## config.mk

```make
export PLATFORM = sky130hd
export DESIGN_NAME = dmem_arbiter
export DESIGN_NICKNAME = d
export VERILOG_FILES = /design/src/rtl/dmem_arbiter.sv
export SDC_FILE = /design/constraint.sdc
export NUM_CORES = 1
export LEC_CHECK = 0
export BUFFER_PORTS_ARGS = -buffer_cell sky130_fd_sc_hd__buf_2
export CAP_MARGIN = 20
export CORE_AREA = 2 2 131 133
export CTS_CLUSTER_DIAMETER = 120
export CTS_CLUSTER_SIZE = 24
export DETAILED_ROUTE_END_ITERATION = 7
export DIE_AREA = 0 0 133 135
export MAX_ROUTING_LAYER = met4
export PLACE_DENSITY = 0.47
export SLEW_MARGIN = 20
export SYNTH_ARGS = -nofsm -noshare
export SYNTH_HDL_FRONTEND = slang
export SYNTH_SLANG_ARGS = --single-unit
export TNS_END_PERCENT = 1
```

## constraint.sdc

```tcl
create_clock -name clk -period 1.9 [get_ports clk]
set_clock_uncertainty 0.15 [all_clocks]
set_input_delay 0.19 -clock clk [delete_from_list [all_inputs] [get_ports clk]]
set_output_delay 0.19 -clock clk [all_outputs]
set_load 0.05 [all_outputs]
```

## src/rtl/dmem_arbiter.sv

```systemverilog
// Data-memory arbiter: core vs aux (loader/DMA) with starvation-driven priority flip.
// Optional statistics counters enabled by defining DMEM_ARBITER_STATS_EN.
module dmem_arbiter #(
  parameter int unsigned AUX_WAIT_MAX = 8,
  parameter int unsigned AUX_BURST    = 4
) (
  input  logic        clk,
  input  logic        rst,
  input  logic        core_req,
  input  logic        core_we,
  input  logic [31:0] core_addr,
  input  logic [31:0] core_wdata,
  input  logic [2:0]  core_s_ctrl,
  input  logic [2:0]  core_i_ctrl,
  output logic [31:0] core_rdata,
  output logic        core_stall,
  input  logic        aux_valid,
  input  logic        aux_we,
  input  logic [31:0] aux_addr,
  input  logic [31:0] aux_wdata,
  output logic        aux_ready,
  output logic [31:0] aux_rdata,
  output logic        aux_rvalid,
  output logic        d_write_en,
  output logic [31:0] d_addr,
  output logic [31:0] d_write_data,
  output logic [2:0]  s_type_controls,
  output logic [2:0]  i_type_controls,
  input  logic [31:0] d_read_data,
  output logic [15:0] stat_stall_cnt,
  output logic [15:0] stat_aux_cnt
);

  typedef enum logic {
    CORE_PRI = 1'b0,
    AUX_PRI  = 1'b1
  } state_t;

  localparam logic [7:0] LP_WAIT_MAX = 8'(AUX_WAIT_MAX);
  localparam logic [7:0] LP_BURST    = 8'(AUX_BURST);
  localparam logic [2:0] LP_WORD     = 3'b010;

  state_t      r_state;
  state_t      w_state_nxt;
  logic [7:0]  r_wait;
  logic [7:0]  w_wait_nxt;
  logic [7:0]  w_wait_inc;
  logic [7:0]  r_burst;
  logic [7:0]  w_burst_nxt;
  logic [7:0]  w_burst_inc;
  logic        w_aux_gnt;
  logic        w_core_gnt;
  logic        r_aux_rvalid;
  logic [31:0] r_aux_rdata;

  // Grants are forced low in reset so nothing reaches memory.
  always_comb begin
    w_aux_gnt  = 1'b0;
    w_core_gnt = 1'b0;
    if (rst) begin
      unique case (r_state)
        CORE_PRI: begin
          w_core_gnt = core_req;
          w_aux_gnt  = aux_valid & ~core_req;
        end
        AUX_PRI: begin
          w_aux_gnt  = aux_valid;
          w_core_gnt = core_req & ~aux_valid;
        end
      endcase
    end
  end

  assign aux_ready  = w_aux_gnt;
  assign core_stall = core_req & w_aux_gnt;
  assign core_rdata = d_read_data;

  always_comb begin
    d_write_en      = 1'b0;
    d_addr          = core_addr;
    d_write_data    = core_wdata;
    s_type_controls = core_s_ctrl;
    i_type_controls = core_i_ctrl;
    unique case (1'b1)
      w_aux_gnt: begin
        d_write_en      = aux_we;
        d_addr          = aux_addr;
        d_write_data    = aux_wdata;
        s_type_controls = LP_WORD;
        i_type_controls = LP_WORD;
      end
      w_core_gnt: begin
        d_write_en = core_we;
      end
      default: begin
        d_write_en = 1'b0;
      end
    endcase
  end

  assign w_wait_inc  = (r_wait == 8'hFF) ? r_wait : r_wait + 8'd1;
  assign w_burst_inc = (r_burst == 8'hFF) ? r_burst : r_burst + 8'd1;

  always_comb begin
    w_state_nxt = r_state;
    w_wait_nxt  = r_wait;
    w_burst_nxt = r_burst;
    unique case (r_state)
      CORE_PRI: begin
        w_burst_nxt = 8'd0;
        if (!aux_valid || w_aux_gnt) begin
          w_wait_nxt = 8'd0;
        end else if (w_wait_inc >= LP_WAIT_MAX) begin
          w_state_nxt = AUX_PRI;
          w_wait_nxt  = 8'd0;
        end else begin
          w_wait_nxt = w_wait_inc;
        end
      end
      AUX_PRI: begin
        w_wait_nxt = 8'd0;
        if (!aux_valid) begin
          w_state_nxt = CORE_PRI;
          w_burst_nxt = 8'd0;
        end else if (w_burst_inc >= LP_BURST) begin
          w_state_nxt = CORE_PRI;
          w_burst_nxt = 8'd0;
        end else begin
          w_burst_nxt = w_burst_inc;
        end
      end
    endcase
  end

  always_ff @(posedge clk or negedge rst) begin
    if (!rst) begin
      r_state <= CORE_PRI;
      r_wait  <= 8'd0;
      r_burst <= 8'd0;
    end else begin
      r_state <= w_state_nxt;
      r_wait  <= w_wait_nxt;
      r_burst <= w_burst_nxt;
    end
  end

  // Aux read response: one-cycle pulse with data captured at accept.
  always_ff @(posedge clk or negedge rst) begin
    if (!rst) begin
      r_aux_rvalid <= 1'b0;
      r_aux_rdata  <= 32'd0;
    end else begin
      r_aux_rvalid <= w_aux_gnt & ~aux_we;
      if (w_aux_gnt && !aux_we) begin
        r_aux_rdata <= d_read_data;
      end
    end
  end

  assign aux_rvalid = r_aux_rvalid;
  assign aux_rdata  = r_aux_rdata;

`ifdef DMEM_ARBITER_STATS_EN
  logic [15:0] r_stat_stall;
  logic [15:0] r_stat_aux;

  always_ff @(posedge clk or negedge rst) begin
    if (!rst) begin
      r_stat_stall <= 16'd0;
      r_stat_aux   <= 16'd0;
    end else begin
      if (core_stall && r_stat_stall != 16'hFFFF) begin
        r_stat_stall <= r_stat_stall + 16'd1;
      end
      if (w_aux_gnt && r_stat_aux != 16'hFFFF) begin
        r_stat_aux <= r_stat_aux + 16'd1;
      end
    end
  end

  assign stat_stall_cnt = r_stat_stall;
  assign stat_aux_cnt   = r_stat_aux;
`else
  assign stat_stall_cnt = 16'd0;
  assign stat_aux_cnt   = 16'd0;
`endif

endmodule

```

==> metrics.txt <==
status=finished with violations; failing checks=design-rule violations, negative hold slack, negative setup slack; Synth top area share=about 39%; asr flop ratio synth=100%; Placed Cells=781; DP HPWL=10.8 mm; mux cell area share after synthesis=around a third; cts bufs inserted=5; simple-gate share of the synthesized area=under 10%; Max Clk Rate=about 0.46 GHz; EDFF count, synth=0; CP Data Arrival Time=roughly 1900 ps; largest family of logic cells by synthesized area=multiplexers; layout cells sized above 1=roughly two thirds; Vias=roughly 3300; Total GRT Usage=14.4%; Final Util=36.7%; Slew @ Worst Pin=761 ps; worst setup margin=-290 ps; worst hold-check path type=primary input to asynchronous set/reset pin; Synth area leader=dfrtp_1; endpoints failing setup=between 60 and 70; min cycle time layout=about 2200 ps; Power Dens Cells=roughly 800 nW/um^2; VDD IR max=a little over 0.7 mV; Clk Latency, worst-skew pair=290 ps; Synth area leaders=dfrtp_1, mux2_2, buf_4; Pre-antenna DRT Iters=8; RD Place Congestion=between 0.8 and 0.9; Area Overhead vs Synth=85.9%; # Max-Cap Violations=0; antenna violations before repair=2; largest net degree at the start of global routing=42; CTS Sinks=50; die area=~18000 sq um; core region area=roughly 16000 sq um; register area share after synthesis=38.7%; compound-gate portion of the synthesized area=3.56%; number of fillers in the final layout=roughly 1600; Worst setup EP type=output port; Netlist Area Pre-Place=roughly 3200 sq um; Syn Area/Cell=11.6 sq um; Die Wd=around 130 um; Synth cell types=35; DR vias/cell=3.93; Cells after Synth=278; leakage=about 3.1 nW; fin cells=between 800 and 900; clock tree buffer depth=2; Detail Route Antenna Nets=0; Synth Area in Adders=less than 1%; Setup TNS=-15230 ps; GRT met2 Usage=between 20% and 30%; final net count=a little under 800; post-synthesis xor/xnor area fraction=less than 1%; Std-Cell Rows=47; total grt overflow=0; first-pass GRT wire length=just under 20 mm; Setup CP Type=register to output port; DRT iter0 DRCs=62; R2R setup slack=~130 ps; Clk pin slew, worst setup/hold paths=around 70 ps; final-report hold violation count=22; #FFs+latches synth=50; FF-to-FF path depth=5; CTS tree=done; Crit path required time=roughly 1600 ps; CP Max Fanout=30; average wire per standard cell=16.9 um; Warnings, synthesis=0; reg2reg start=r_wait[0]; I/O Buffers=between 300 and 400; starting density of the core=19.7%; final wirelength=14.1 mm; IO Count=about 340; busiest metal layer after global routing=met2; vias in the first global route=~3400; RSZ-0062 raised after global routing=yes; Final Max Slew Viols=0; Slew headroom=49.1%; Multi-input gate area=1670 sq um; overall power=approximately 4.8 mW; met3 Usage GRT=2.97%; minimum hold slack=-19.3 ps; root buffer cell=clkbuf_16; Tcrit/Tclk final=115%; Main synth FF type=dfrtp_1; CP startpoint kind=register; sequential cell area=roughly 1300 sq um; Critical R2R Capture=r_state; H-tree depth=2; M1 GR Usage=around 18%; drt drc=4; Die Y=between 100 and 150 um
[cells by family (layout without fill, tap and decap cells)]
group / Yosys count / in the layout
AO/OA/AOI/OAI: 13 / 13
other: 1 / 45
buffers and inverters: 78 / 366
flip-flops: 50 / 50
multiplexers: 98 / 98
XOR/XNOR: 2 / 2
AND/OR/NAND/NOR: 34 / 34
adder cells (fa/ha/maj): 2 / 2
[worst max-delay path, cell delays in order, from the launching register on]
cell and delay (ps):
dfrtp_1 410, o211ai_4 280, buf_12 240, mux2_2 400, buf_4 200
[routing by layer]
metal	wire length, um	part of all wire (%)
met4	142	1.0
met3	1070	7.6
met2	6830	49
met1	6020	43
met5	0	0
[final cells by class]
| type | instances | area share, % |
|---|---|---|
| timing repair buffer | 354 | 43.9 |
| multi-input combinational | 192 | 27.7 |
| sequential | 50 | 20.8 |
| tap | 220 | 4.58 |
| clock buffer | 7 | 2.54 |
| inverter | 4 | 0.250 |
| clock inverter | 1 | 0.146 |
| antenna | 2 | 0.0832 |
[Yosys cell counts, types with 2 or more instances]
master and instances:
mux2i_1 2, mux2_1 29, nor2_1 10, dfrtp_1 50
ha_1 2, mux2_2 67, nand2_1 4, inv_1 3
nor3b_1 2, nand3_1 4, and2_1 4, o211ai_1 3
buf_2 10, buf_4 64, and3_1 2, nand2b_1 3
[where the power goes]
| group | switching, mW | leakage [nW] | internal, mW |
|---|---|---|---|
| Combinational | 1.72 | 2.45 | 0.823 |
| Sequential | 0.0890 | 0.606 | 1.24 |
| Clock | 0.378 | 0.0801 | 0.562 |
| Total | 2.18 | 3.14 | 2.62 |
[sequential cells by signal, indices dropped and copies added (netlist names)]
register / count
aux_rdata: 32
aux_rvalid: 1
r_burst: 8
r_wait: 8
r_state: 1
[cells in the final DEF (no fill, tap or decap), drive strengths merged, types with 2 or more instances in the layout]
| cell | n |
|---|---|
| nor2 | 11 |
| dlygate4sd3 | 31 |
| buf | 320 |
| dfrtp | 50 |
| o211ai | 4 |
| and2 | 4 |
| and3 | 2 |
| nand3 | 4 |
| mux2 | 96 |
| mux2i | 2 |
| ha | 2 |
| clkbuf | 10 |
| nand2 | 4 |
| nand2b | 3 |
| diode | 2 |
| inv | 4 |
| nor3b | 2 |
| conb | 43 |
[worst max-delay path by stage]
stage	start	cells after the start	slack [ps]	to
5_1_grt	r_state	5	-330	d_addr[19]
3_5_place_dp	r_state	4	20	d_addr[19]
2_1_floorplan	r_state	3	190	d_addr[0]
4_1_cts	r_state	4	-290	d_write_data[21]
6_report	r_state	4	-290	d_write_data[0]
3_3_place_gp	r_state	4	40	d_addr[19]
[through the flow]
stage | instance area [sq um] | worst slack (ps)
detailed placement | 4920 | 16.7
CTS | 5760 | -291
global placement | 4920 | 37.7
finish | 6010 | -290
global route | 6010 | -329
floorplan | 3390 | 188
[timing repair]
| action | 4_1_cts | 5_1_grt |
|---|---|---|
| hold buffers | 31 | 0 |
| cloned | 0 | 5 |
| hold endpoints to repair | 47 | 0 |
| buffers inserted | 0 | 3 |
| endpoints found under the setup margin | 70 | 75 |
| pin swaps | 0 | 2 |
| resized for setup | 120 | 35 |
Note: power is estimated with default switching activity, not from simulation.
